**src/rtl/serial_sub_ctrl_pkg.sv**
```systemverilog
// serial_sub_pkg: shared state encoding and default width for the bit-serial subtractor
package serial_sub_pkg;
  localparam int WIDTH_DEF = 8;
  typedef enum logic [1:0] {IDLE = 2'd0, RUN = 2'd1, FIN = 2'd2} state_t;
endpackage

```
**src/rtl/serial_sub_ctrl_fullsub_cell.sv**
```systemverilog
// fullsub_cell: combinational 1-bit full subtractor, d = x - y - bi
module fullsub_cell (
  input  logic x,
  input  logic y,
  input  logic bi,
  output logic d,
  output logic bo
);
  assign d  = x ^ y ^ bi;
  assign bo = (~x & y) | (~(x ^ y) & bi);
endmodule

```
**src/rtl/serial_sub_ctrl.sv**
```systemverilog
// serial_sub_ctrl: LSB-first bit-serial a - b - b_in over WIDTH cycles with start/done handshake
// Optional signed-overflow output ovf when SERIAL_SUB_OVF_EN is defined.
module serial_sub_ctrl
  import serial_sub_pkg::*;
#(
  parameter int WIDTH = WIDTH_DEF
) (
  input  logic             clk,
  input  logic             rst_n,
  input  logic             start,
  input  logic [WIDTH-1:0] a,
  input  logic [WIDTH-1:0] b,
  input  logic             b_in,
  output logic             busy,
  output logic             done,
  output logic [WIDTH-1:0] dif,
  output logic             bor
`ifdef SERIAL_SUB_OVF_EN
  ,
  output logic             ovf
`endif
);
  localparam int CW = $clog2(WIDTH);
  state_t           state_q, state_d;
  logic [WIDTH-1:0] a_sh_q, b_sh_q, dif_q;
  logic [WIDTH-2:0] r_sh_q;
  logic [CW-1:0]    cnt_q;
  logic             brw_q, bor_q, d, bo, load, last;
  logic [WIDTH-1:0] res;
  fullsub_cell u_cell (.x(a_sh_q[0]), .y(b_sh_q[0]), .bi(brw_q), .d(d), .bo(bo));
  assign load = start && (state_q != RUN);
  assign last = (state_q == RUN) && (cnt_q == CW'(WIDTH - 1));
  // partial result grows from the top; the final bit completes it
  assign res  = {d, r_sh_q};
  always_ff @(posedge clk or negedge rst_n)
    if (!rst_n) state_q <= IDLE;
    else state_q <= state_d;
  always_comb begin
    state_d = (state_q == RUN) ? (last ? FIN : RUN) : (start ? RUN : IDLE);
  end
  always_comb begin
    busy = (state_q == RUN);
    done = (state_q == FIN);
  end
  always_ff @(posedge clk or negedge rst_n)
    if (!rst_n) begin
      a_sh_q <= '0;
      b_sh_q <= '0;
      r_sh_q <= '0;
      brw_q  <= 1'b0;
      cnt_q  <= '0;
      dif_q  <= '0;
      bor_q  <= 1'b0;
    end else if (load) begin
      a_sh_q <= a;
      b_sh_q <= b;
      r_sh_q <= '0;
      brw_q  <= b_in;
      cnt_q  <= '0;
    end else if (state_q == RUN) begin
      a_sh_q <= a_sh_q >> 1;
      b_sh_q <= b_sh_q >> 1;
      r_sh_q <= res[WIDTH-1:1];
      brw_q  <= bo;
      cnt_q  <= cnt_q + 1'b1;
      if (last) begin
        dif_q <= res;
        bor_q <= bo;
      end
    end
  assign dif = dif_q;
  assign bor = bor_q;
`ifdef SERIAL_SUB_OVF_EN
  logic ovf_q;
  // brw_q on the last step is the borrow into the MSB
  always_ff @(posedge clk or negedge rst_n)
    if (!rst_n) ovf_q <= 1'b0;
    else if (last) ovf_q <= brw_q ^ bo;
  assign ovf = ovf_q;
`endif
endmodule

```
**config.mk**
```make
export PLATFORM = sky130hd
export DESIGN_NAME = serial_sub_ctrl
export DESIGN_NICKNAME = d
export VERILOG_FILES = /design/src/rtl/serial_sub_ctrl_pkg.sv /design/src/rtl/serial_sub_ctrl_fullsub_cell.sv /design/src/rtl/serial_sub_ctrl.sv
export SDC_FILE = /design/constraint.sdc
export NUM_CORES = 1
export LEC_CHECK = 0
export BUFFER_PORTS_ARGS = -buffer_cell sky130_fd_sc_hd__buf_2
export CORE_UTILIZATION = 35
export CTS_CLUSTER_DIAMETER = 40
export DETAILED_ROUTE_END_ITERATION = 10
export SETUP_SLACK_MARGIN = 0.5
export SLEW_MARGIN = 20
export SYNTH_ARGS = -nofsm -noshare
export SYNTH_HDL_FRONTEND = slang
export SYNTH_SLANG_ARGS = --single-unit
```
**constraint.sdc**
```tcl
create_clock -name clk -period 2.85 [get_ports clk]
set_input_delay 0.57 -clock clk [delete_from_list [all_inputs] [get_ports clk]]
set_output_delay 0.57 -clock clk [all_outputs]
set_load 0.01 [all_outputs]
```
==> results.py <==
metrics = {
    "hold_path": {
        "hold_path_class": "in -> async",
    },
    "clocking": {
        "hold_buffers": 0,
        "cts_resized": 0,
        "cts_buffers": 5,
        "cts_tree": "built",
        "clockRootBuffer": "clkbuf_8",
        "post-cts-setup-buffers": 0,
        "clkTransAtPathRegs_ps": 70,
        "clockBufferDepth": 2,
        "worstSkewPairLatency_ps": 290,
        "htree_levels": 2,
        "clock-sinks": 38,
    },
    "setup_path": {
        "crit_required_ps": 2280,
        "start_kind": "register",
        "cp_max_fo": 27,
        "critPathArrivalTime_ps": 1430,
        "path_class": "reg -> out",
        "rr_startpoint": "cnt_q[0]",
        "critPathLaunch": "state_q[1]",
        "end_kind": "output pin",
    },
    "cells_and_area": {
        "finalNonFillerCells": 220,
        "insertedDiodeCount": 0,
        "layout.nets": 175,
        "drive_gt1_frac": 0.542,
        "syn2layout_area_growth_pct": 15.3,
    },
    "sta": {
        "skew_ps": 8.76,
        "slew_viol_final": 0,
        "period_minus_slack_ps": 2000,
        "layout_worst_path_cycle_share": 0.702,
        "fmax_mhz": 500,
        "setup_viol": 0,
        "slew-limit-headroom": 0.448,
        "worst_pin_slew_ps": 828,
        "setup-tns-final_ps": 0,
        "setup_slack_ps": 850,
        "hold_viol_final": 0,
        "rsz0062_at_grt": "no",
    },
    "yosys": {
        "syn_area_per_cell_um2": 14.8,
        "synth-seq-cells": 38,
        "yosysWarnings": 0,
        "yosysMostFrequentCell": "dfrtp_1",
        "syn_inst": 121,
        "synth_top_area_share": 0.530,
        "synth_area_leaders": "dfrtp_1 (53%), mux2_2 (21%), mux2_4 (10%), mux2i_1 (3.9%), nor2b_1 (2.4%)",
        "synthesis.area_mm2": 0.00179,
        "yosys.area.top_type": "dfrtp_1",
        "netlist_top_cells_count": "dfrtp_1 (38), mux2_2 (33), mux2_4 (12), mux2i_1 (7), nor2b_1 (7)",
        "synth_edf_count": 0,
        "seq_area_frac_synth": 0.530,
        "synth_ff_type": "dfrtp_1",
        "syn_nets": 144,
        "synth.distinct_cells": 16,
        "synthArstFlopShare": 1.00,
    },
    "drt": {
        "dr_wl_met3_um": 176,
        "drc": 0,
        "firstDrtPassIters": 3,
        "wl_met1_um": 1240,
        "top_layer_used": "met4",
        "wirelength_um": 2790,
        "dr_wl_met2_um": 1320,
        "drtIter0Drc": 33,
        "antenna_left": 0,
        "routed_via_density": 4.47,
        "vias": 984,
        "drt-wirelength-per-cell_um": 12.7,
    },
    "global_routing": {
        "grt_overflow": 0,
        "grt_usage": 0.127,
        "grt_pass1_wl_um": 5010,
        "grt_max_degree": 39,
        "antenna_found_initial": 0,
        "grt_pass1_vias": 1131,
    },
    "floorplan": {
        "die-area_mm2": 0.00541,
        "die_w_um": 73.6,
        "core_mm2": 0.00482,
        "initial_core_util": 0.372,
        "pin_count": 31,
        "rows": 25,
        "die_y_um": 73.6,
    },
    "power": {
        "leakagePower_nw": 1.03,
        "powerDensity_mw_per_mm2": 979,
        "vdd_drop_max_mv": 0.374,
    },
    "place": {
        "dp_worst_setup_slack_ps": 968,
        "dp_hpwl_um": 1920,
        "gp_congestion": 0.640,
        "placed_cells": 212,
        "numPortBuffers": 30,
    },
    "flow_run": {
        "maxCapViolCount": 0,
    },
    "outcome": {
        "status": "complete, no violations",
    },
}
## through the flow
stage                     hold slack, ps   util  power [mW]  cell area (um^2)
after global placement               468  0.410        1.64              1980
after global routing                 453  0.429        2.19              2070
after detailed placement             488  0.410        1.68              1980
final                                373  0.429        2.02              2070
after CTS                            403  0.429        2.06              2070
after floorplan                      274      -        1.50              1790
## layer usage
metal	global-route usage	vias to the layer above
li1	-	475
met1	0.147	473
met2	0.209	28
met3	0.0412	8
met4	0.0641	0
met5	0	-
## area by class of cell
type	instances	area, um^2
Fill cell	478	2750
Sequential cell	38	951
Multi-Input combinational cell	70	761
Timing Repair Buffer	31	158
Clock buffer	7	86.3
Tap cell	67	83.8
Inverter	6	22.5
Clock inverter	1	5.00
## power breakdown
group          internal (mW)  switching (mW)  total [mW]
clock network          0.195           0.176       0.371
registers              0.769           0.118       0.887
logic                  0.463           0.302       0.766
total                   1.43           0.596        2.02
## registers in the layout (all words and copies together) (netlist names)
signal,count
dif,8
cnt_q,3
state_q,2
brw_q,1
bor,1
a_sh_q,8
r_sh_q,7
b_sh_q,8
## cells in the final DEF, fill, tap and decap left out, drive strengths merged
cell type and count:
nand2b 2, mux2 45, buf 31, nand3b 1, inv 6, mux2i 7, and2b 3, fa 1
ha 2, clkinv 1, dfrtp 38, nor2b 7, clkbuf 7, nor2 2
## cells by family after synthesis
logic type                 Yosys count  synth area share
and+or+nand+nor                     15            0.0523
adders and majority gates            3            0.0251
DFF                                 38             0.530
buffers and inverters               13            0.0454
muxes                               52             0.347
## worst paths after layout
| kind | end | slack [ps] | depth (start not counted) |
|---|---|---|---|
| hold reg to reg | cnt_q[0] | 500 | 1 |
| setup / recovery | busy | 850 | 4 |
| max in group asynchronous | b_sh_q[2] | 1940 | 1 |
| hold / removal | dif[3] | 370 | 1 |
| min in group clk | cnt_q[0] | 500 | 1 |
| setup reg to reg | dif[6] | 1170 | 4 |
## worst max-delay path, stage by stage (launching register included)
cell and delay (ps):
dfrtp_1 370, nand2b_1 110, buf_4 350, inv_1 140
buf_2 160
Power figures use the tool's default switching activity.
